$ cat src/rtl/ped_crossing_scheduler_if.sv
// rtl/ped_crossing_scheduler_if.sv - signal bundle between the crossing scheduler and the controller side
interface ped_crossing_scheduler_if;
    logic       enable_i;
    logic [1:0] req_i;
    logic [2:0] phase_i;
    logic       tick_o;
    logic [1:0] walk_o;
    logic [1:0] pend_o;
    logic [3:0] cnt_o;

    modport master (
        output enable_i, req_i, phase_i,
        input  tick_o, walk_o, pend_o, cnt_o
    );

    modport slave (
        input  enable_i, req_i, phase_i,
        output tick_o, walk_o, pend_o, cnt_o
    );
endinterface

$ cat src/rtl/ped_crossing_scheduler.sv
// rtl/ped_crossing_scheduler.sv - tick prescaler, button debounce and walk scheduling around all-red phases
// Optional: PED_REQ_LATCH_EN keeps presses from the granted direction made during WALK/CLEAR.
module ped_crossing_scheduler #(
    parameter int CLK_DIV   = 100000000,
    parameter int DB_CYCLES = 65535,
    parameter int WALK_LEN  = 5,
    parameter int CLR_LEN   = 2
) (
    input  logic                     clk_i,
    input  logic                     rst_ni,
    ped_crossing_scheduler_if.slave  ped
);
    localparam int PW  = (CLK_DIV > 1) ? $clog2(CLK_DIV) : 1;
    localparam int DBW = $clog2(DB_CYCLES + 1);
    localparam logic [PW-1:0]  PRE_LAST = PW'(CLK_DIV - 1);
    localparam logic [DBW-1:0] DB_LAST  = DBW'(DB_CYCLES);

    typedef enum logic [1:0] {IDLE, WALK, CLEAR} state_t;

    state_t         state_q;
    logic [PW-1:0]  pre_q;
    logic           tick_q;
    logic [1:0]     sync1_q, sync2_q, stable_q;
    logic [DBW-1:0] db_cnt_q [2];
    logic [2:0]     phase_q;
    logic [1:0]     pend_q, walk_q;
    logic [3:0]     cnt_q;
    logic           rr_q, g_q;
    logic [1:0]     press, pend_set, pend_d;
    logic           entry, grant, walk_end;
`ifdef PED_REQ_LATCH_EN
    logic           lat_q;
`endif

    always_ff @(posedge clk_i or negedge rst_ni) begin
        if (!rst_ni) begin
            pre_q   <= '0;
            tick_q  <= 1'b0;
            phase_q <= '0;
        end else begin
            pre_q   <= (pre_q == PRE_LAST) ? '0 : pre_q + PW'(1);
            tick_q  <= (pre_q == PRE_LAST);
            phase_q <= ped.phase_i;
        end
    end

    // Stable level only follows the synced level after DB_CYCLES unbroken mismatching cycles.
    always_ff @(posedge clk_i or negedge rst_ni) begin
        if (!rst_ni) begin
            sync1_q     <= '0;
            sync2_q     <= '0;
            stable_q    <= '0;
            db_cnt_q[0] <= '0;
            db_cnt_q[1] <= '0;
        end else begin
            sync1_q <= ped.req_i;
            sync2_q <= sync1_q;
            for (int k = 0; k < 2; k++) begin
                if (sync2_q[k] == stable_q[k]) begin
                    db_cnt_q[k] <= '0;
                end else if (db_cnt_q[k] == DB_LAST) begin
                    stable_q[k] <= sync2_q[k];
                    db_cnt_q[k] <= '0;
                end else begin
                    db_cnt_q[k] <= db_cnt_q[k] + DBW'(1);
                end
            end
        end
    end

    always_comb begin
        for (int k = 0; k < 2; k++) begin
            press[k] = sync2_q[k] & ~stable_q[k] & (db_cnt_q[k] == DB_LAST);
        end
        entry    = (ped.phase_i != phase_q) && (ped.phase_i == 3'd2 || ped.phase_i == 3'd5);
        grant    = (pend_q == 2'b11) ? rr_q : pend_q[1];
        walk_end = (state_q == WALK) && tick_q && (cnt_q == 4'd1);
        pend_set = press;
`ifdef PED_REQ_LATCH_EN
        if (state_q == WALK) pend_set[g_q] = 1'b0;
`else
        if (state_q != IDLE) pend_set[g_q] = 1'b0;
`endif
        pend_d = pend_q | pend_set;
`ifdef PED_REQ_LATCH_EN
        if (walk_end) pend_d[g_q] = lat_q | press[g_q];
`else
        if (walk_end) pend_d[g_q] = 1'b0;
`endif
    end

    always_ff @(posedge clk_i or negedge rst_ni) begin
        if (!rst_ni) begin
            state_q <= IDLE;
            pend_q  <= '0;
            walk_q  <= '0;
            cnt_q   <= '0;
            rr_q    <= 1'b0;
            g_q     <= 1'b0;
`ifdef PED_REQ_LATCH_EN
            lat_q   <= 1'b0;
`endif
        end else if (!ped.enable_i) begin
            state_q <= IDLE;
            pend_q  <= '0;
            walk_q  <= '0;
            cnt_q   <= '0;
`ifdef PED_REQ_LATCH_EN
            lat_q   <= 1'b0;
`endif
        end else begin
            pend_q <= pend_d;
            case (state_q)
                IDLE: begin
                    if (entry && pend_q != 2'b00) begin
                        state_q <= WALK;
                        cnt_q   <= 4'(WALK_LEN);
                        g_q     <= grant;
                        walk_q  <= grant ? 2'b10 : 2'b01;
                    end
                end
                WALK: begin
`ifdef PED_REQ_LATCH_EN
                    if (press[g_q] && !walk_end) lat_q <= 1'b1;
                    if (walk_end) lat_q <= 1'b0;
`endif
                    if (walk_end) begin
                        rr_q   <= ~g_q;
                        walk_q <= '0;
                        if (CLR_LEN == 0) begin
                            state_q <= IDLE;
                            cnt_q   <= '0;
                        end else begin
                            state_q <= CLEAR;
                            cnt_q   <= 4'(CLR_LEN);
                        end
                    end else if (tick_q) begin
                        cnt_q <= cnt_q - 4'd1;
                    end
                end
                CLEAR: begin
                    if (tick_q) begin
                        if (cnt_q == 4'd1) begin
                            state_q <= IDLE;
                            cnt_q   <= '0;
                        end else begin
                            cnt_q <= cnt_q - 4'd1;
                        end
                    end
                end
                default: state_q <= IDLE;
            endcase
        end
    end

    assign ped.tick_o = tick_q & (state_q == IDLE);
    assign ped.walk_o = walk_q;
    assign ped.pend_o = pend_q;
    assign ped.cnt_o  = cnt_q;
endmodule
$ cat src/flat_wrapper.sv
// flat-port wrapper written by rule: the top's interface ports become plain ports
module ped_crossing_scheduler_flat 
#(
    parameter int CLK_DIV   = 100000000,
    parameter int DB_CYCLES = 65535,
    parameter int WALK_LEN  = 5,
    parameter int CLR_LEN   = 2
)
  (clk_i, rst_ni, ped_enable_i, ped_req_i, ped_phase_i, ped_tick_o, ped_walk_o, ped_pend_o, ped_cnt_o);
  ped_crossing_scheduler_if ped_i ();
  input  logic clk_i;
  input  logic rst_ni;
  input wire logic [$bits(ped_i.enable_i)-1:0] ped_enable_i;
  input wire logic [$bits(ped_i.req_i)-1:0] ped_req_i;
  input wire logic [$bits(ped_i.phase_i)-1:0] ped_phase_i;
  output wire logic [$bits(ped_i.tick_o)-1:0] ped_tick_o;
  output wire logic [$bits(ped_i.walk_o)-1:0] ped_walk_o;
  output wire logic [$bits(ped_i.pend_o)-1:0] ped_pend_o;
  output wire logic [$bits(ped_i.cnt_o)-1:0] ped_cnt_o;
  assign ped_i.enable_i = ped_enable_i;
  assign ped_i.req_i = ped_req_i;
  assign ped_i.phase_i = ped_phase_i;
  assign ped_tick_o = ped_i.tick_o;
  assign ped_walk_o = ped_i.walk_o;
  assign ped_pend_o = ped_i.pend_o;
  assign ped_cnt_o = ped_i.cnt_o;
  ped_crossing_scheduler #(.CLK_DIV(CLK_DIV), .DB_CYCLES(DB_CYCLES), .WALK_LEN(WALK_LEN), .CLR_LEN(CLR_LEN)) u_core (.clk_i(clk_i), .rst_ni(rst_ni), .ped(ped_i));
endmodule
$ cat config.mk
export PLATFORM = sky130hd
export DESIGN_NAME = ped_crossing_scheduler_flat
export DESIGN_NICKNAME = d
export VERILOG_FILES = /design/src/rtl/ped_crossing_scheduler_if.sv /design/src/rtl/ped_crossing_scheduler.sv /design/src/flat_wrapper.sv
export SDC_FILE = /design/constraint.sdc
export NUM_CORES = 1
export LEC_CHECK = 0
export CORE_MARGIN = 5
export CORE_UTILIZATION = 29
export CTS_BUF_LIST = sky130_fd_sc_hd__clkbuf_2
export DETAILED_ROUTE_END_ITERATION = 8
export PLACE_DENSITY = 0.49
export SETUP_SLACK_MARGIN = 0.5
export SYNTH_ARGS = -nofsm -noshare
export SYNTH_HDL_FRONTEND = slang
export SYNTH_SLANG_ARGS = --single-unit
$ cat constraint.sdc
create_clock -name clk_i -period 2.45 [get_ports clk_i]
set_input_delay 0.49 -clock clk_i [delete_from_list [all_inputs] [get_ports clk_i]]
set_output_delay 0.49 -clock clk_i [all_outputs]
set_load 0.005 [all_outputs]
==> results of run 1 <==
-- sequential cells by signal, indices dropped and copies added, names as in the netlist --
signal	count
u_core.ped.cnt_o	4
u_core.tick_q	1
u_core.pre_q	27
u_core.g_q	1
u_core.ped.pend_o	2
u_core.rr_q	1
u_core.phase_q	3
u_core.sync1_q	2
u_core.state_q	2
u_core.ped.walk_o	2
u_core.db_cnt_q	32
u_core.stable_q	2
u_core.sync2_q	2
-- final timing paths --
kind,depth (start not counted),to,startpoint,slack (ps)
setup / recovery,6,u_core.pre_q[0]$_DFF_PN0_,u_core.pre_q[17]$_DFF_PN0_,500
hold / removal,1,u_core.sync1_q[0]$_DFF_PN0_,ped_req_i[0],380
setup reg to reg,6,u_core.pre_q[0]$_DFF_PN0_,u_core.pre_q[17]$_DFF_PN0_,500
hold reg to reg,0,u_core.sync2_q[0]$_DFF_PN0_,u_core.sync1_q[0]$_DFF_PN0_,390
max in group asynchronous,3,u_core.ped.cnt_o[1]$_DFFE_PN0P_,rst_ni,1380
min in group asynchronous,2,u_core.pre_q[21]$_DFF_PN0_,rst_ni,470
-- worst reg2reg max path: stages (launching register included) --
cell,delay (ps)
dfrtp_1,460
or4_4,540
nor4_4,350
nand3_4,160
nor2_4,160
buf_6,160
nor2_1,50
-- synthesized netlist by cell type (5+ instances only) --
cell / n
ha_1: 10
nand2_1: 22
nand3_1: 23
a21oi_1: 5
and3_1: 7
nor3_1: 7
o21ai_0: 10
xnor2_1: 24
nand4_1: 17
dfrtp_1: 81
inv_1: 24
nor2_1: 65
xor2_1: 26
-- stage by stage --
step                 util  std cells  hold WS, ps  worst slack, ps
floorplan               -        396          194              530
global placement    0.329        589          338             70.0
detailed placement  0.329        589          347             24.9
CTS                 0.351        627          319              486
global route        0.367        639          325              404
finish              0.367        639          385              497
-- what timing repair did --
item / 4_1_cts / 5_1_grt
hold buffers: 1 / 0
buffers inserted: 21 / 11
endpoints found under the setup margin: 37 / 40
gates resized for setup: 24 / 33
endpoints found under the hold margin: 37 / 0
pin swaps: 5 / 17
-- cells by family after synthesis --
logic type / after synthesis / synth area share
flip-flops: 81 / 0.508
multiplexers: 7 / 0.0188
XOR/XNOR: 50 / 0.110
AO/OA/AOI/OAI: 36 / 0.0621
buffers and inverters: 34 / 0.0380
adder cells (fa/ha/maj): 10 / 0.0314
AND/OR/NAND/NOR: 178 / 0.232
-- cells in the final DEF, fill, tap and decap left out, types with 3 or more instances in the layout --
master           synthesis  final
nand2b_1                 4      4
buf_4                    0     40
nor2_4                   1      5
and3_1                   7      6
clkbuf_2                 0     12
dlygate4sd2_1            0      8
o21ai_0                 10      9
buf_6                    1      5
clkdlybuf4s50_1          0      6
inv_1                   24     22
or3_1                    4      4
nor2_1                  65     53
nand2_1                 22     22
nor3_1                   7      6
nand3_1                 23     23
mux2_2                   4      3
ha_1                    10      7
nand4_1                 17     17
xor2_1                  26     26
a21oi_1                  5      5
mux2i_1                  3      3
nor2_2                   0      8
dfrtp_1                 81     79
xnor2_1                 24     24
-- power groups by stage --
stage / Clock, mW / Sequential (mW) / Combinational (mW)
5_1_grt: 0.787 / 1.38 / 0.163
4_1_cts: 0.730 / 1.37 / 0.142
2_1_floorplan: 0 / 1.39 / 0.0574
6_report: 0.693 / 1.37 / 0.143
3_3_place_gp: 0 / 1.40 / 0.127
3_5_place_dp: 0 / 1.40 / 0.129
-- layer usage --
metal / track usage / part of all wire
met2: 0.165 / 0.48
met5: 0 / 0
met4: 0.0530 / 0.017
met1: 0.147 / 0.48
met3: 0.0213 / 0.021
-- cell type report --
type / instances / area share
diodes: 1 / 0.000510
clock buffers: 12 / 0.0123
clock inverters: 4 / 0.00893
inverters: 24 / 0.0184
multi-input cells: 281 / 0.400
flip-flops and latches: 81 / 0.414
well taps: 176 / 0.0449
repair buffers: 60 / 0.101
==> impl_metrics.ini, run 1 <==
[status]
status = completed

[synth]
synth_cells = 396
synthFlopType = dfrtp_1
yosysTopAreaCellShare = 0.508
async_reset_ff_frac = 1.00
yosysSeqAreaShare = 0.508
synth_edf_count = 0
syn_nets = 414
synthTopCellsByArea = dfrtp_1 51%, nor2_1 6.1%, xor2_1 5.7%, xnor2_1 5.3%, ha_1 3.1%
synth_warnings = 0
yosys.area.top_type = dfrtp_1
ys_seq_elements = 81
syn_area_um2 = 3990
syn_area_per_cell_um2 = 10.1
synth.distinct_cells = 54

[timing]
fin_crit_sh = 0.797
worstMarginPinSlew_ps = 552
slew_headroom = 0.632
hold_viol = 0
setup_viol = 0
clock.fmax_ghz = 0.512
tns_ps = 0
drv_slew = 0
rsz0062_at_grt = yes
skew_ps = 13.2
finalCriticalPeriod_ps = 1950

[global_routing]
grt_pass1_vias = 2949
grt_pass1_wl_um = 14300
antenna_found_initial = 1
grtUsageTotal = 0.108
grt_max_degree = 42
grt.overflow.total = 0

[die]
die_y_um = 127
core-area_um2 = 13300
die_area_um2 = 16200
pin_count = 17
start_util = 0.299
fp-row-count = 42
die_x_um = 127

[worst_setup_path]
path_buf_inv = 1
crit_arrival_ps = 2390
worstPathMaxFanout = 7
worstSetupPathType = reg2reg
worstSetupStartpointType = flip-flop
slowest_stage = or4_4
cpLargestDelayFamily = simple AND/OR/NAND/NOR gates
end_kind = flip-flop
crit_chain = or4_4 -> nor4_4 -> nand3_4 -> nor2_4 -> buf_6 -> nor2_1
critPathRequiredTime_ps = 2880
cp_slowest_stage_delay_ps = 540

[power]
pwr-share-clk = 0.314
p_int_mw = 1.66
ir_drop_uv = 185
switching_share = 0.246
power_density_nw_per_um2 = 450
comb_power_share = 0.065
pwr-share-seq = 0.622
switchingPower_uw = 542
power.total_mw = 2.21
power_leakage_nw = 2.13

[cells_and_area]
fillers = 1396
nNetsFinal = 475
fin_area_um2 = 4900
area_growth_syn_to_layout_pct = 22.9
ff_latch_area_um2 = 2030
drive_above_1_share = 0.229
multi_input_area_um2 = 1960

[clock_network]
htreeDepth = 3
numCtsBuffers = 9
cts_root_buf = clkbuf_2
clockBufferDepth = 2
clk_latency_ps = 520
clkSinkCount = 81
path_clk_slew_ps = 210
cts_tree = yes

[routing]
routed_wirelength_um = 8190
vias = 2983
wire_per_inst_um = 12.8
route.antenna.remaining_nets = 0
first_pass_iters = 5
route.detailed.drc = 0
drt_iter0_drc = 184
avgViaCountPerCell = 4.67

[worst_hold_path]
min_path_type = in2reg

[placed_design]
io_buffers = 16
post-dp-hpwl_um = 5420
gp_congestion = 0.794
placedInstanceArea_um2 = 4390

[flow_run]
cap_violations = 0
(Power assumes the default switching activity.)
==> run 2: changes to the inputs <==
Clock period 2.45 ns to 1.85 ns, I/O delays scaled along.
==> impl_metrics.ini, run 2 (synthesis results as in run 1) <==
[die]
die_x_um = 127
start_util = 0.299
die_y_um = 127
core-area_um2 = 13300
fp-row-count = 42
pin_count = 17
die_area_um2 = 16200

[cells_and_area]
layout_common_cells = 80 x dfrtp_1, 68 x buf_4, 33 x nor2_4
final_cells = 689
area_growth_syn_to_layout_pct = 45.5
drive_above_1_share = 0.432
fin_area_um2 = 5800
fillers = 1283
largest_reg_flops = 32
top_register = u_core.db_cnt_q
nNetsFinal = 526
layout_commonest_cell = dfrtp_1

[clock_network]
numCtsBuffers = 9
cts_tree = yes
cts_root_buf = clkbuf_2
clkSinkCount = 81
htreeDepth = 3
path_clk_slew_ps = 240
clockBufferDepth = 2
clk_latency_ps = 540

[routing]
wire_per_inst_um = 13.5
route.antenna.remaining_nets = 0
routed_wirelength_um = 9310
drt_iter0_drc = 199
route.detailed.drc = 0
avgViaCountPerCell = 4.64
first_pass_iters = 5
vias = 3195

[worst_setup_path]
critPathRequiredTime_ps = 2280
worstSetupStartpointType = flip-flop
r2r_cells = 6
reg2reg_to = u_core.pre_q[22]$_DFF_PN0_
startpoint = u_core.pre_q[10]$_DFF_PN0_
rrSetupSlack_ps = -80
worstSetupPathType = reg2reg
end_kind = flip-flop
crit_arrival_ps = 2370
worstPathMaxFanout = 7
timing.rr.start = u_core.pre_q[10]$_DFF_PN0_
crit_end = u_core.pre_q[22]$_DFF_PN0_

[flow_run]
cap_violations = 0

[placed_design]
dp_worst_setup_slack_ps = -348
gp_congestion = 0.759
placedInstanceArea_um2 = 4850
post-dp-hpwl_um = 5850
io_buffers = 16
place_inst = 630

[timing]
hold_viol = 0
finalWorstSetupSlack_ps = -83.1
fin_crit_sh = 1.04
tns_ps = -902
rsz0062_at_grt = yes
drv_slew = 0
worstMarginPinSlew_ps = 513
slew_headroom = 0.658
setup_viol = 17
clock.fmax_ghz = 0.517
skew_ps = 31.4
finalCriticalPeriod_ps = 1930

[power]
pwr-share-seq = 0.634
pwr-share-clk = 0.272
power_leakage_nw = 2.45
power_density_nw_per_um2 = 493
p_int_mw = 2.08
comb_power_share = 0.095
switchingPower_uw = 785
power.total_mw = 2.86
ir_drop_uv = 179
switching_share = 0.274

[global_routing]
grt_pass1_vias = 3343
antenna_found_initial = 1
grtUsageTotal = 0.119
grt_max_degree = 39
grt_pass1_wl_um = 15700
grt.overflow.total = 0

[status]
status = finished, violations left
violations = negative setup slack

[worst_hold_path]
min_path_type = in2reg
[run 2: worst max-delay path: stages (launching register included)]
cell and delay (ps):
dfrtp_1 430, or4b_4 550, nor4_4 350, nand3_4 160
nor2_4 140, buf_6 150, nor2_1 50
[run 2: power groups by stage]
stage                     sequential, mW  clock (mW)  combinational, mW
after floorplan                     1.85           0             0.0889
after global placement              1.85           0              0.204
after detailed placement            1.85           0              0.207
after CTS                           1.82       0.812              0.261
after global routing                1.82       0.888              0.299
final                               1.82       0.778              0.271
[run 2: worst min path at each step]
stage	cells after the start	from	endpoint	slack, ps
2_1_floorplan	0	rst_ni	u_core.db_cnt_q[0]$_DFF_PN0_	70
3_3_place_gp	0	u_core.sync1_q[0]$_DFF_PN0_	u_core.sync2_q[0]$_DFF_PN0_	330
3_5_place_dp	0	u_core.sync1_q[0]$_DFF_PN0_	u_core.sync2_q[0]$_DFF_PN0_	340
4_1_cts	2	ped_phase_i[1]	u_core.phase_q[1]$_DFF_PN0_	100
5_1_grt	2	ped_phase_i[1]	u_core.phase_q[1]$_DFF_PN0_	100
6_report	2	ped_phase_i[1]	u_core.phase_q[1]$_DFF_PN0_	150
[run 2: repair_timing]
item                                    in CTS  in global routing
pin swaps                                   29                 22
endpoints found under the hold margin       35                  0
hold buffers                                 1                  0
resized for setup                          144                 44
endpoints found under the setup margin      79                 79
buffers inserted                            29                 13
[run 2: area by class of cell]
cell class,count,area [um^2],area share
multi-input cells,281,2430,0.419
clock buffers,10,50.0,0.00862
diodes,1,2.50,0.000431
well taps,176,220,0.0379
inverters,24,90.1,0.0155
clock inverters,5,23.8,0.00410
flip-flops and latches,81,2030,0.349
repair buffers,111,956,0.165
[run 2: per-layer routing]
metal  global-route usage  up-vias  part of all wire
li1                     -     1576                 -
met1                0.152     1562              0.44
met2                0.196       36              0.51
met3               0.0200       21             0.019
met4               0.0536        0             0.025
met5                    0        -                 0
[run 2: per-stage QoR]
stage                     hold slack, ps  utilization
after floorplan                     74.4            -
after global placement               334        0.364
after detailed placement             339        0.364
after CTS                            103        0.415
after global routing                 103        0.435
final                                150        0.435
==> run 3: changes to the inputs <==
Settings changed: GPL_ROUTABILITY_DRIVEN set to 1.
==> results of run 3 <==
Final layout, timing and power as in run 2 (identical DEF).
